<file path="src/rtl/uart_rx_if.sv">
// rtl/uart_rx_if.sv - serial line in, received byte/strobe/flags out.
interface uart_rx_if;
  logic       rx;
  logic [7:0] data_rx;
  logic       rx_valid;
  logic       rx_busy;
  logic       parity_err;
  logic       frame_err;

  modport master (
    input  rx,
    output data_rx, rx_valid, rx_busy, parity_err, frame_err
  );

  modport slave (
    output rx,
    input  data_rx, rx_valid, rx_busy, parity_err, frame_err
  );
endinterface

</file>
<file path="src/rtl/uart_rx.sv">
// rtl/uart_rx.sv - oversampling UART receiver, 8 data bits, parity, 1 stop, 2-of-3 majority.
module uart_rx #(
  parameter int OVERSAMPLE = 8,
  parameter bit PARITY     = 1'b0
) (
  input  logic     baud_clk,
  input  logic     reset,
  uart_rx_if.master bus
);

  localparam int TW = $clog2(OVERSAMPLE);
  localparam logic [TW-1:0] TICK_MID   = TW'(OVERSAMPLE / 2 + 1);
  localparam logic [TW-1:0] TICK_LAST  = TW'(OVERSAMPLE - 1);
  localparam logic [TW-1:0] TICK_FIRST = TW'(2);

  typedef enum logic [2:0] {
    S_IDLE,
    S_START,
    S_DATA,
    S_PARITY,
    S_STOP
  } state_t;

  state_t state, state_next;

  logic [1:0]    sync;
  logic          rx_s;
  logic          rx_prev;
  logic [1:0]    hist;
  logic          fall;
  logic          maj;
  logic          decide;

  logic [TW-1:0] tick;
  logic [3:0]    bit_idx;
  logic [7:0]    shreg;
  logic          par_bit;
  logic          stop_bit;
  logic          done;

  logic          shift_en;
  logic          par_en;
  logic          stop_en;

  logic [7:0]    data_q;
  logic          valid_q;
  logic          perr_q;
  logic          ferr_q;

  assign rx_s = sync[1];
  assign fall = rx_prev & ~rx_s;
  // hist holds the two previous samples; the live rx_s is the third.
  assign maj    = (hist[1] & hist[0]) | (hist[1] & rx_s) | (hist[0] & rx_s);
  assign decide = (state != S_IDLE) && (tick == TICK_MID);

  always_ff @(posedge baud_clk or posedge reset) begin
    if (reset) begin
      sync    <= 2'b11;
      rx_prev <= 1'b1;
      hist    <= 2'b11;
      state   <= S_IDLE;
    end else begin
      sync    <= {sync[0], bus.rx};
      rx_prev <= rx_s;
      hist    <= {hist[0], rx_s};
      state   <= state_next;
    end
  end

  always_comb begin
    state_next = state;
    shift_en   = 1'b0;
    par_en     = 1'b0;
    stop_en    = 1'b0;
    case (state)
      S_IDLE: begin
        if (fall) state_next = S_START;
      end
      S_START: begin
        if (decide) state_next = maj ? S_IDLE : S_DATA;
      end
      S_DATA: begin
        if (decide) begin
          shift_en = 1'b1;
          if (bit_idx == 4'd8) state_next = S_PARITY;
        end
      end
      S_PARITY: begin
        if (decide) begin
          par_en     = 1'b1;
          state_next = S_STOP;
        end
      end
      S_STOP: begin
        // Leaving at mid-stop lets a start bit right after the stop bit be caught.
        if (decide) begin
          stop_en    = 1'b1;
          state_next = S_IDLE;
        end
      end
      default: state_next = S_IDLE;
    endcase
  end

  // Position counter: at each active edge bit_idx*OVERSAMPLE+tick is the tick offset from T0.
  always_ff @(posedge baud_clk or posedge reset) begin
    if (reset) begin
      tick    <= '0;
      bit_idx <= 4'd0;
    end else if (state == S_IDLE) begin
      if (fall) begin
        tick    <= TICK_FIRST;
        bit_idx <= 4'd0;
      end
    end else if (tick == TICK_LAST) begin
      tick    <= '0;
      bit_idx <= bit_idx + 4'd1;
    end else begin
      tick    <= tick + TW'(1);
    end
  end

  always_ff @(posedge baud_clk or posedge reset) begin
    if (reset) begin
      shreg    <= 8'h00;
      par_bit  <= 1'b0;
      stop_bit <= 1'b1;
      done     <= 1'b0;
    end else begin
      done <= stop_en;
      if (shift_en) shreg    <= {maj, shreg[7:1]};
      if (par_en)   par_bit  <= maj;
      if (stop_en)  stop_bit <= maj;
    end
  end

  always_ff @(posedge baud_clk or posedge reset) begin
    if (reset) begin
      data_q  <= 8'h00;
      valid_q <= 1'b0;
      perr_q  <= 1'b0;
      ferr_q  <= 1'b0;
    end else begin
      valid_q <= done;
      if (done) begin
        data_q <= shreg;
        perr_q <= ((^shreg) ^ par_bit) != PARITY;
        ferr_q <= ~stop_bit;
      end
    end
  end

  assign bus.data_rx    = data_q;
  assign bus.rx_valid   = valid_q;
  assign bus.rx_busy    = (state != S_IDLE);
  assign bus.parity_err = perr_q;
  assign bus.frame_err  = ferr_q;

endmodule

</file>
<file path="src/flat_wrapper.sv">
// flat-port wrapper written by rule: the top's interface ports become plain ports
module uart_rx_flat 
#(
  parameter int OVERSAMPLE = 8,
  parameter bit PARITY     = 1'b0
)
  (baud_clk, reset, bus_rx, bus_data_rx, bus_rx_valid, bus_rx_busy, bus_parity_err, bus_frame_err);
  uart_rx_if bus_i ();
  input  logic baud_clk;
  input  logic reset;
  input wire logic [$bits(bus_i.rx)-1:0] bus_rx;
  output wire logic [$bits(bus_i.data_rx)-1:0] bus_data_rx;
  output wire logic [$bits(bus_i.rx_valid)-1:0] bus_rx_valid;
  output wire logic [$bits(bus_i.rx_busy)-1:0] bus_rx_busy;
  output wire logic [$bits(bus_i.parity_err)-1:0] bus_parity_err;
  output wire logic [$bits(bus_i.frame_err)-1:0] bus_frame_err;
  assign bus_i.rx = bus_rx;
  assign bus_data_rx = bus_i.data_rx;
  assign bus_rx_valid = bus_i.rx_valid;
  assign bus_rx_busy = bus_i.rx_busy;
  assign bus_parity_err = bus_i.parity_err;
  assign bus_frame_err = bus_i.frame_err;
  uart_rx #(.OVERSAMPLE(OVERSAMPLE), .PARITY(PARITY)) u_core (.baud_clk(baud_clk), .reset(reset), .bus(bus_i));
endmodule
</file>
<file path="config.mk">
export PLATFORM = sky130hd
export DESIGN_NAME = uart_rx_flat
export DESIGN_NICKNAME = d
export VERILOG_FILES = /design/src/rtl/uart_rx_if.sv /design/src/rtl/uart_rx.sv /design/src/flat_wrapper.sv
export SDC_FILE = /design/constraint.sdc
export NUM_CORES = 1
export LEC_CHECK = 0
export ABC_AREA = 1
export ABC_CLOCK_PERIOD_IN_PS = 1800
export CAP_MARGIN = 20
export CORE_MARGIN = 5
export CORE_UTILIZATION = 55
export DETAILED_ROUTE_END_ITERATION = 16
export PLACE_DENSITY = 0.86
export SLEW_MARGIN = 20
export SYNTH_ARGS = -nofsm -noshare
export SYNTH_HDL_FRONTEND = slang
export SYNTH_SLANG_ARGS = --single-unit
</file>
<file path="constraint.sdc">
create_clock -name baud_clk -period 1.8 [get_ports baud_clk]
set_input_delay 0.27 -clock baud_clk [delete_from_list [all_inputs] [get_ports baud_clk]]
set_output_delay 0.27 -clock baud_clk [all_outputs]
set_load 0.02 [all_outputs]
</file>
==> impl_metrics.toml <==
[sta]
rsz0062_at_grt = "no"
worstMarginPinSlew_ns = 0.447
report.final.slew_viol_count = 0
timing.final.ws_setup_ns = 0.103
final.setup.tns_ns = 0
max_freq_mhz = 589
slew_headroom_pct = 70.0
period_share_pct = 94.3
finalCriticalPeriod_ns = 1.70
finalSetupViolCount = 0
clock_skew_ns = 0.0126
finalHoldViolCount = 0

[clock_tree]
cts.sinks = 36
cts-buffers-inserted = 5
cts_tree = "built"
ctsHoldBuffers = 0
clockBufferDepth = 2
cts.clk_slew.worst_paths_ns = 0.11
clockRootBuffer = "clkbuf_4"
htreeDepth = 2
clock_latency_ns = 0.34
cts_setup_buffers = 0

[power]
p_leak_nw = 0.940
ir_drop_mv = 0.784
pwr_density_cell_mw_per_mm2 = 1170
power_w = 0.00229

[worst_setup_path]
rrSetupSlack_ns = 0.38
timing.rr.end = "u_core.shreg[1]"
critPathMaxStageDelay_ns = 0.41
path_delay_family = "buffers and inverters"
path_class = "flop to primary output"
crit_path_cell_trace = "nor2_2 > inv_2 > nor2_4 > inv_1 > clkdlybuf4s15_1"
endpoint = "bus_rx_busy"
ff2ff_path_depth = 6
crit_path_end_kind = "primary output"
cp-start-kind = "flop"
r2r_start = "u_core.tick[0]"
critPathLaunch = "u_core.state[2]"
critPathMaxFanout = 5
cpMaxStageDelayCell = "dfrtp_1"
cp.arrival_ns = 1.43
required_ns = 1.53
crit_cells = 5
crit_buf_inv = 3

[routing]
antenna_left = 0
drt_iter0_drc = 47
wl_um = 2560
drcViolationCount = 0
dr_wl_met2_um = 1140
wl_met3_um = 115
top_layer = "met4"
firstDrtPassIters = 4
wire_per_inst_um = 10.6
vias = 1193
met1_length_um = 1230
viasPerCell = 4.93

[floorplanning]
pin_count = 15
core-area_mm2 = 0.00300
die_h_um = 65.4
dieArea_mm2 = 0.00428
die_w_um = 65.4
fp-row-count = 20
initial_core_util_pct = 56.3

[flow_run]
drv_cap = 0

[global_routing]
grt_overflow = 0
track_usage_pct = 14.9
grt_pass1_vias = 1146
antenna_found_initial = 0
grt_pass1_wl_um = 4750
grt_start_max_net_pins = 37

[min_path]
hp-class = "primary input to async pin"

[status]
status = "complete, no violations"

[logic_synthesis]
synth_area_leaders = "dfrtp_1 46%, nand2_1 14%, dfstp_2 7.8%, inv_1 5.3%, o21ai_2 4.7%"
muxShareOfSynthArea_pct = 0
synth_common_cells = "61 x nand2_1, 31 x dfrtp_1, 24 x inv_1, 13 x o21ai_0, 9 x o21ai_2"
synthSimpleGateAreaFrac_pct = 20.3
syn_avg_cell_area_um2 = 9.04
synth_top_area_share_pct = 45.9
syn_nets = 195
synth_top_area_cell = "dfrtp_1"
netlist_instances = 187
yosysMostFrequentCell = "nand2_1"
ys_ff_latch = 36
synthArstFlopShare_pct = 100
synth_area_mm2 = 0.00169
synth_edf_count = 0
ys.flop_type = "dfrtp_1"
synth_top_family_by_area = "simple AND/OR/NAND/NOR gates"
synth_xor_area_share_pct = 1.55
yosys_warnings = 0
seq_area_frac_synth_pct = 53.7
ys_types = 29
synth_fa_ha_area_share_pct = 3.70
synth-compound-area-share_pct = 13.9

[final_layout]
multi_input_area_um2 = 667
drive_gt1_share_pct = 17.2
nets = 216
seq_area_um2 = 907
utilization_pct = 64.9
fillers = 239
syn_to_final_growth_pct = 15.2
stdcell_count = 242
antenna_cells = 0

[placed_design]
place_ws_ns = 0.201
gp_congestion = 0.810
portBuffers = 14
dp.cells = 234
dp.final_hpwl_um = 1910
## per-layer routing
metal | track usage, % | vias to the layer above
met5 | 0 | -
met4 | 8.55 | 0
met3 | 4.62 | 5
met2 | 24.1 | 18
met1 | 17.4 | 537
li1 | - | 633
## area by class of cell
class / count / area share [%]
Clock buffer: 6 / 2.12
Clock inverter: 2 / 1.80
Sequential cell: 36 / 46.6
Tap cell: 33 / 2.12
Multi-Input combinational cell: 122 / 34.2
Timing Repair Buffer: 16 / 7.96
Inverter: 27 / 5.20
## power by group
part / total (W) / switching [W] / internal (W)
Sequential: 0.00103 / 0.000102 / 0.000926
Combinational: 0.000721 / 0.000434 / 0.000287
Clock: 0.000539 / 0.000248 / 0.000291
## flip-flops by register name, indices dropped and copies added, names as in the netlist
name / flops
u_core.bus.frame_err: 1
u_core.stop_bit: 1
u_core.bus.rx_valid: 1
u_core.bus.parity_err: 1
u_core.done: 1
u_core.par_bit: 1
u_core.bit_idx: 4
u_core.hist: 2
u_core.shreg: 8
u_core.bus.data_rx: 8
u_core.tick: 3
u_core.state: 3
u_core.sync: 2
## cell usage in the layout (no fill, tap or decap), drive strengths merged
cell type      Yosys  layout
o21ai             23      23
buf                1       2
a22o               1       1
bufinv             0       1
clkbuf             1       6
nand2             63      63
or2                1       1
nor2              10      10
dfrtp             31      31
xnor2              2       2
clkdlybuf4s50      0      13
a21oi              4       4
xor2               1       1
ha                 5       5
a22oi              1       1
inv               26      26
dfstp              5       5
clkinv             1       2
o22ai              1       1
o21a               1       1
nand4              2       2
nand3              5       5
o31ai              2       2
clkdlybuf4s15      0       1
## worst min-delay path: stages
cell and delay [ns]:
clkdlybuf4s50_1 0.39, inv_1 0.05, buf_4 0.38
## cells by family (layout without fill, tap and decap cells)
kind of cell,count (synthesis),after routing
simple gates,81,81
flops,36,36
compound gates,33,33
buf+inv,29,51
fa+ha+maj,5,5
xor+xnor,3,3
## per-stage QoR
step | hold slack, ns | area [um^2]
floorplan | 0.274 | 1690
finish | 0.316 | 1950
global placement | 0.346 | 1870
global route | 0.313 | 1950
detailed placement | 0.347 | 1870
CTS | 0.314 | 1950
## how the worst min path moves through the flow
stage	startpoint	to	slack (ns)	cells past startpoint
final	reset	u_core.shreg[7]	0.32	3
after global routing	bus_rx	u_core.sync[0]	0.31	1
after CTS	reset	u_core.shreg[7]	0.31	3
after detailed placement	u_core.sync[0]	u_core.sync[1]	0.35	0
after global placement	u_core.sync[0]	u_core.sync[1]	0.35	0
after floorplan	bus_rx	u_core.sync[0]	0.27	0
## repair_timing
item,in CTS,in global routing
resized for setup,1,1
endpoints found under the setup margin,1,1
pin swaps,0,0
Power figures use the tool's default switching activity.
